<file path="src/rtl/fetch_unit.sv">
`timescale 1ns/1ps
// fetch_unit: instruction fetch front end.
//
// Issues word-aligned fetches to instruction memory and tracks credits so that
// in-flight plus buffered fetches never exceed DEPTH. In-order responses land
// in a small FIFO whose head is presented to decode. A redirect from the
// controller (enBranch) flushes the FIFO, restarts fetch at {pcNext[31:2],2'b00},
// and counts in-flight responses that must be dropped on return.
//
// Parameters
//   RESET_PC  first fetch address after reset
//   DEPTH     FIFO entries; also the cap on outstanding + buffered fetches
//
// Ports
//   clk, reset_n              clock, asynchronous active-low reset
//   imem_req/imem_addr        fetch request (combinational) and its address
//   imem_ack                  memory accepts the request this cycle
//   imem_rvalid/imem_rdata    in-order read response
//   pcOut/instWord/inst_valid registered FIFO head presented to decode
//   stall                     decode cannot accept this cycle
//   enBranch/pcNext           redirect from the controller
//
// Optional build macro FETCH_PERF_CNT_EN adds:
//   flush_cnt  saturating count of enBranch cycles
//   stall_cnt  saturating count of inst_valid && stall cycles
module fetch_unit #(
    parameter logic [31:0] RESET_PC = 32'h0000_0040,
    parameter int unsigned DEPTH    = 2
) (
    input  logic        clk,
    input  logic        reset_n,
    output logic        imem_req,
    output logic [31:0] imem_addr,
    input  logic        imem_ack,
    input  logic        imem_rvalid,
    input  logic [31:0] imem_rdata,
    output logic [31:0] pcOut,
    output logic [31:0] instWord,
    output logic        inst_valid,
    input  logic        stall,
    input  logic        enBranch,
    input  logic [31:0] pcNext
`ifdef FETCH_PERF_CNT_EN
    ,
    output logic [15:0] flush_cnt,
    output logic [15:0] stall_cnt
`endif
);

    // Counter widths: CW holds 0..DEPTH, SW holds the credit sum, DW leaves
    // headroom for drop counts that accumulate across back-to-back redirects.
    localparam int unsigned CW = $clog2(DEPTH + 1);
    localparam int unsigned SW = CW + 1;
    localparam int unsigned DW = CW + 4;

    typedef struct packed {
        logic [31:0] pc;
        logic [31:0] inst;
    } entry_t;

    entry_t        r_buf [DEPTH];
    entry_t        w_buf_nxt [DEPTH];
    logic [CW-1:0] r_count;
    logic [CW-1:0] w_count_nxt;
    logic [CW-1:0] r_outst;
    logic [CW-1:0] w_outst_nxt;
    logic [DW-1:0] r_drop;
    logic [DW-1:0] w_drop_nxt;
    logic [31:0]   r_fetch_pc;
    logic [31:0]   w_fetch_pc_nxt;
    logic [31:0]   r_resp_pc;
    logic [31:0]   w_resp_pc_nxt;
    logic          r_inst_valid;
    logic [31:0]   r_pc_out;
    logic [31:0]   r_inst_word;

    logic          w_credit;
    logic          w_hs;
    logic          w_accept;
    logic          w_drop_rsp;
    logic          w_pop;
    logic [CW-1:0] w_tail;
    logic [DW-1:0] w_pending;
    logic [31:0]   w_redirect_pc;
    logic          w_unused_pc_lsb;

    // Credit: never allow more fetches in flight plus buffered than FIFO slots.
    assign w_credit  = (SW'(r_outst) + SW'(r_count)) < SW'(DEPTH);
    assign imem_req  = reset_n && !enBranch && w_credit;
    assign imem_addr = r_fetch_pc;
    assign w_hs      = imem_req && imem_ack;

    // Responses retire pending drops first; with nothing in flight they are ignored.
    assign w_drop_rsp = imem_rvalid && (r_drop != '0);
    assign w_accept   = imem_rvalid && (r_drop == '0) && (r_outst != '0);
    assign w_pop      = (r_count != '0) && !stall;
    assign w_tail     = r_count - CW'(w_pop);

    // Everything still to return from memory at a redirect becomes a drop.
    assign w_pending     = r_drop + DW'(r_outst);
    assign w_redirect_pc = {pcNext[31:2], 2'b00};
    assign w_unused_pc_lsb = ^pcNext[1:0];

    // Next-state for pointers, counters and FIFO contents.
    always_comb begin
        w_buf_nxt      = r_buf;
        w_count_nxt    = r_count;
        w_outst_nxt    = r_outst;
        w_drop_nxt     = r_drop;
        w_fetch_pc_nxt = r_fetch_pc;
        w_resp_pc_nxt  = r_resp_pc;

        if (enBranch) begin
            w_count_nxt    = '0;
            w_outst_nxt    = '0;
            w_drop_nxt     = (imem_rvalid && (w_pending != '0)) ? (w_pending - DW'(1)) : w_pending;
            w_fetch_pc_nxt = w_redirect_pc;
            w_resp_pc_nxt  = w_redirect_pc;
        end else begin
            if (w_hs) begin
                w_fetch_pc_nxt = r_fetch_pc + 32'd4;
            end
            w_outst_nxt = r_outst + CW'(w_hs) - CW'(w_accept);
            if (w_drop_rsp) begin
                w_drop_nxt = r_drop - DW'(1);
            end

            // Pop shifts the FIFO toward slot 0 so the head is always entry 0.
            if (w_pop) begin
                for (int i = 0; i < int'(DEPTH) - 1; i++) begin
                    w_buf_nxt[i] = r_buf[i+1];
                end
            end
            w_count_nxt = w_tail;

            if (w_accept) begin
                for (int i = 0; i < int'(DEPTH); i++) begin
                    if (CW'(i) == w_tail) begin
                        w_buf_nxt[i] = {r_resp_pc, imem_rdata};
                    end
                end
                w_resp_pc_nxt = r_resp_pc + 32'd4;
                w_count_nxt   = w_tail + CW'(1);
            end
        end
    end

    // State registers.
    always_ff @(posedge clk or negedge reset_n) begin
        if (!reset_n) begin
            for (int i = 0; i < int'(DEPTH); i++) begin
                r_buf[i] <= '0;
            end
            r_count    <= '0;
            r_outst    <= '0;
            r_drop     <= '0;
            r_fetch_pc <= RESET_PC;
            r_resp_pc  <= RESET_PC;
        end else begin
            r_buf      <= w_buf_nxt;
            r_count    <= w_count_nxt;
            r_outst    <= w_outst_nxt;
            r_drop     <= w_drop_nxt;
            r_fetch_pc <= w_fetch_pc_nxt;
            r_resp_pc  <= w_resp_pc_nxt;
        end
    end

    // Decode-facing registers: NOP while empty, pcOut holds its last value.
    always_ff @(posedge clk or negedge reset_n) begin
        if (!reset_n) begin
            r_inst_valid <= 1'b0;
            r_pc_out     <= RESET_PC;
            r_inst_word  <= '0;
        end else begin
            r_inst_valid <= (w_count_nxt != '0);
            if (w_count_nxt != '0) begin
                r_pc_out    <= w_buf_nxt[0].pc;
                r_inst_word <= w_buf_nxt[0].inst;
            end else begin
                r_inst_word <= '0;
            end
        end
    end

    assign inst_valid = r_inst_valid;
    assign pcOut      = r_pc_out;
    assign instWord   = r_inst_word;

`ifdef FETCH_PERF_CNT_EN
    logic [15:0] r_flush_cnt;
    logic [15:0] r_stall_cnt;

    // Saturating performance counters.
    always_ff @(posedge clk or negedge reset_n) begin
        if (!reset_n) begin
            r_flush_cnt <= '0;
            r_stall_cnt <= '0;
        end else begin
            if (enBranch && (r_flush_cnt != 16'hFFFF)) begin
                r_flush_cnt <= r_flush_cnt + 16'd1;
            end
            if (r_inst_valid && stall && (r_stall_cnt != 16'hFFFF)) begin
                r_stall_cnt <= r_stall_cnt + 16'd1;
            end
        end
    end

    assign flush_cnt = r_flush_cnt;
    assign stall_cnt = r_stall_cnt;
`endif

endmodule
</file>
<file path="config.mk">
export PLATFORM = sky130hd
export DESIGN_NAME = fetch_unit
export DESIGN_NICKNAME = d
export VERILOG_FILES = /design/src/rtl/fetch_unit.sv
export SDC_FILE = /design/constraint.sdc
export NUM_CORES = 1
export LEC_CHECK = 0
export CAP_MARGIN = 10
export CORE_ASPECT_RATIO = 0.75
export CORE_UTILIZATION = 50
export CTS_CLUSTER_SIZE = 20
export DETAILED_ROUTE_END_ITERATION = 8
export HOLD_SLACK_MARGIN = 0.12
export PLACE_DENSITY = 0.74
export SYNTH_ARGS = -nofsm -noshare
export SYNTH_HDL_FRONTEND = slang
export SYNTH_SLANG_ARGS = --single-unit
</file>
<file path="constraint.sdc">
create_clock -name clk -period 9 [get_ports clk]
set_clock_uncertainty 0.1 [all_clocks]
set_input_delay 1.8 -clock clk [delete_from_list [all_inputs] [get_ports clk]]
set_output_delay 1.8 -clock clk [all_outputs]
set_load 0.02 [all_outputs]
</file>
Yosys cells after proc, flatten, opt, wreduce, memory -nomap -nowiden
Index checks and enable logic that the tools add are counted.
{"block": "classes", "n_addsub": 10, "magnitude_cmp": 1, "n_eq_ne": 1, "muxes": 16, "bitwise": 1, "n_reduce_logical": 21}
{"op": "128-bit 2-to-1 mux", "count": 2}
{"op": "64-bit 2-to-1 mux", "count": 3}
{"op": "32-bit 2-to-1 mux", "count": 5}
{"op": "32-bit by 3-bit adder with 32-bit output (second input constant)", "count": 2}
{"op": "6-bit 2-to-1 mux", "count": 3}
{"op": "2-bit nonzero test", "count": 6}
{"op": "6-bit nonzero test", "count": 2}
{"op": "6-bit by 1-bit subtractor with 6-bit output (second input constant)", "count": 2}
{"op": "1-bit logical AND", "count": 8}
{"op": "6-bit by 2-bit adder with 6-bit output", "count": 1}
{"op": "6-bit logical NOT", "count": 1}
{"op": "2-bit 2-to-1 mux", "count": 3}
{"op": "2-bit by 1-bit subtractor with 2-bit output", "count": 2}
{"op": "2-bit by 2-bit adder with 3-bit output", "count": 1}
{"op": "3-bit by 2-bit < comparator with 1-bit output (second input constant)", "count": 1}
{"op": "3-bit AND reduction", "count": 1}
{"op": "2-bit by 1-bit adder with 2-bit output", "count": 1}
{"op": "2-bit by 1-bit adder with 2-bit output (second input constant)", "count": 1}
{"op": "1-bit by 2-bit equality test with 1-bit output (first input constant)", "count": 1}
{"op": "1-bit logical NOT", "count": 2}
{"op": "2-bit logical NOT", "count": 1}
{"op": "1-bit inverter", "count": 1}
{"block": "totals", "reg_bits": 267, "in_bits": 70, "output_inout_bits": 98, "word_cells": 62}

Depth between registers and ports, before layout
{"block": "depth", "word_depth": 8, "mapped_depth": 13, "depth_no_buf": 11}

Least setup slack after synthesis
Ideal clock, no wire load.
{"block": "synth_timing", "path_kind": "in2out", "start": "in enBranch", "end": "out imem_req", "arrival_ns": 2.622, "required_time_ns": 7.100, "slack_ns": 4.478, "stages": 1, "cell_sequence": "nor4b_1"}
{"block": "synth_via", "elab_chain_len": 3}
{"element": "start: declaration", "line": "41", "rtl": "input logic enBranch,"}
{"element": "1-bit logical NOT", "line": "89", "rtl": "assign imem_req = reset_n && !enBranch && w_credit;"}
{"element": "1-bit logical AND (2 in series)", "line": "89"}
{"element": "end: declaration", "line": "32", "rtl": "output logic imem_req,"}
No other way between the ends.

Worst setup path in the final report
Ends and elaborated chain as after synthesis.

==> implementation parameters <==
Parameter                              Value

Run status
  Run status ... completed

Power and ir drop
  Static power due to leakage ... 6.642 nW
  Switching share of power ... 0.2917
  Pwr/cell area ... 227.9 nW/um^2
  Maximum vdd drop ... 0.1997 mV
  Internal power of the cells ... 0.002331 W
  Clock group share of total power ... 0.333
  Combinational group share of total power ... 0.224
  Reg power frac ... 0.443
  Switch Pwr ... 0.0009602 W

Placed design
  Buffers on Ports ... 163
  Detailed placement HPWL ... 17.96 mm
  Standard cell area after detailed placement ... 13570 sq um
  Final GP Congestion ... 0.8898

Setup path
  Startpoint Class ... primary input
  Origin of the worst setup path ... enBranch
  Launch point of the worst reg-to-reg path ... r_count[1]
  Worst Setup End Kind ... output port
  Arrival @ worst endpoint ... 3.49 ns
  Data required time of the worst path ... 7.10 ns
  Highest fanout seen on the critical path ... 59
  Category of the most critical setup path ... primary input to output port

Yosys
  Fraction of the yosys area taken by sequential cells ... 0.5597
  Synthesized instance count ... 1035
  Area of the mapped netlist ... 11680 sq um
  Dominant register cell in the synthesized netlist ... dfrtp_1
  Count of synthesis-stage warnings from yosys ... 0
  Cell with the most instances after synthesis ... dfrtp_1
  Most instantiated cells after synthesis ... dfrtp_1 (258), mux2_2 (99), nand2_1 (94), nor2_1 (94), o21ai_1 (41)
  Number of library cell types mapped by synthesis ... 71
  Number of synthesized register bits ... 261
  Portion of synthesized cell area occupied by the leading cell type ... 0.5529
  Async SR Flop Fraction ... 1.000
  Largest area contributor in the synthesized netlist ... dfrtp_1
  Number of enable flip-flop cells after synthesis ... 0
  Average cell area after synthesis ... 11.28 sq um
  Top post-synthesis cells by area ... dfrtp_1 (55%), mux2_2 (9.5%), nand2_1 (3.0%)

Routing
  Initial DRT Pass Iterations ... 5
  Mean number of vias per cell ... 5.604
  Post-detailed-route DRC marker count ... 0
  Post-DRT Antenna Nets ... 0
  Post-detailed-routing wire length ... 27.05 mm
  Total via count in the routed design ... 8439
  Drt wl/cell ... 17.96 um
  DR iter-0 viols ... 578

GRT
  Number of antenna violations at the first check in global routing ... 0
  Aggregate global routing overflow ... 0
  Maximum number of pins on one net before global-route repair ... 78
  Wire length of the first global-routing pass ... 44.70 mm
  Vias in the first global route ... 8442
  Total routing usage reported by global routing ... 0.2343

Final layout
  Proportion of layout cells with a drive suffix above 1 ... 0.1443
  Number of inserted filler cells in the final layout ... 1869
  Area growth syn-to-layout ... 23.67%
  Multi-input combinational cell area ... 4873 sq um
  Number of antenna cells inserted ... 0
  Final net count ... 1271
  Sequential standard cell area ... 6535 sq um
  Post-route cell area ... 14440 sq um

Clock network
  Number of hold buffers added after cts ... 0
  Total number of clock tree sinks ... 261
  Clk root buf ... clkbuf_16
  Clk slew on worst S/H paths ... 0.06 ns
  CTS tree ... done
  Buffers inserted during post-CTS setup optimization ... 0
  H-tree levels ... 1
  Resized cells post-CTS ... 0
  TritonCTS buffer count ... 26
  Clock Tree Buf Depth ... 3
  Clock latency on the worst-skew pair ... 0.53 ns

Die
  Std cell rows ... 48
  IO Pins ... 168
  Chip Width ... 178.5 um
  Placeable core region ... 22940 sq um
  Starting utilization of the core area ... 0.5089
  Floorplan die area ... 23970 sq um
  Die Y ... 134.3 um

Timing
  Ratio of final minimum period to clock period ... 0.5991
  Min Clock Period, post-route ... 5.391 ns
  Relative slew margins ... 0.3067
  Unrepaired setup endpoints after global routing ... no
  Setup TNS ... 0 ns
  Final Max Slew Viols ... 0
  Hold violation count in the final report ... 0
  Maximum clock frequency ... 0.1855 GHz
  Slew at the pin closest to its max-slew limit ... 1.040 ns
  Number of setup violations in the final report ... 0

Hold path
  Worst Min Path Start ... r_buf[91]
  Tightest Hold Check Type ... flop to flop

Run
  Count of max-cap constraint violations ... 0
## power groups by stage
| stage | Sequential [W] | Combinational (W) | Clock, W |
|---|---|---|---|
| floorplan | 0.00153 | 0.000362 | 0 |
| global route | 0.00148 | 0.000805 | 0.00117 |
| CTS | 0.00146 | 0.000744 | 0.00112 |
| global placement | 0.00147 | 0.000724 | 0 |
| detailed placement | 0.00148 | 0.000741 | 0 |
| finish | 0.00146 | 0.000739 | 0.00110 |
## metrics by stage
| stage | power, W | setup slack, ns | util | std cells | hold WS (ns) |
|---|---|---|---|---|---|
| CTS | 0.003320 | 3.580 | 0.6294 | 1506 | 0.3913 |
| detailed placement | 0.002216 | 3.312 | 0.5915 | 1458 | 0.3659 |
| finish | 0.003292 | 3.609 | 0.6294 | 1506 | 0.3864 |
| global route | 0.003451 | 3.392 | 0.6294 | 1506 | 0.3986 |
| global placement | 0.002196 | 3.308 | 0.5915 | 1458 | 0.3617 |
| floorplan | 0.001891 | 4.478 | - | 1036 | 0.3460 |
## final cells by class
cell class | instances | area share
Tap cell | 300 | 0.02599
Clock inverter | 8 | 0.006672
Timing Repair Buffer | 174 | 0.1187
Sequential cell | 261 | 0.4526
Multi-Input combinational cell | 704 | 0.3375
Inverter | 19 | 0.004939
Clock buffer | 40 | 0.05363
## flip-flops by register name, indices dropped and copies added (netlist names)
signal / count
r_drop: 6
pcOut: 32
r_resp_pc: 30
imem_addr: 30
inst_valid: 1
r_count: 2
r_outst: 2
instWord: 32
r_buf: 126
## per-layer routing
| metal | GRT usage | wire length, um |
|---|---|---|
| met5 | 0 | 0 |
| met4 | 0.04944 | 369 |
| met3 | 0.04167 | 1642 |
| met2 | 0.3637 | 12440 |
| met1 | 0.3438 | 12590 |
## cells in the final DEF, fill, tap and decap left out, types with 7 or more instances in the layout
cell type        count
a21oi_1             14
nand2_1             94
buf_4               11
nor3_1               9
o22ai_1             30
o21ai_0             30
nand3_1             38
clkbuf_1             8
a31oi_1              8
xor2_1              24
mux2_2              99
inv_1               17
ha_1                13
mux2_1               7
xnor2_1             23
and3_1              16
and2_1              37
o311ai_0             7
o21ai_1             41
clkbuf_16           27
dfrtp_1            258
nand4_1             13
nor2_1              94
clkdlybuf4s50_1    161
mux2i_1             34
## worst paths after layout
kind                       depth (start not counted)  slack, ns       endpoint
max                                                4       3.61       imem_req
min                                                2       0.39      r_buf[91]
max reg2reg                                       12       4.97      pcOut[13]
min reg2reg                                        2       0.39      r_buf[91]
max in group asynchronous                          2       6.25  imem_addr[25]
min in group asynchronous                          1       1.15   instWord[26]
## cells by family after synthesis
logic type / synth area share
AND/OR/NAND/NOR: 0.1423
multiplexers: 0.1327
other: 0.0003212
flip-flops: 0.5597
buffers and inverters: 0.02540
XOR/XNOR: 0.03665
adder cells (fa/ha/maj): 0.01736
AO/OA/AOI/OAI: 0.08562
## critical path, stage by stage
cell and delay (ns):
buf_2 0.09, buf_4 0.32, nor4b_1 0.56, clkdlybuf4s50_1 0.70
Note: power is estimated with default switching activity, not from simulation.
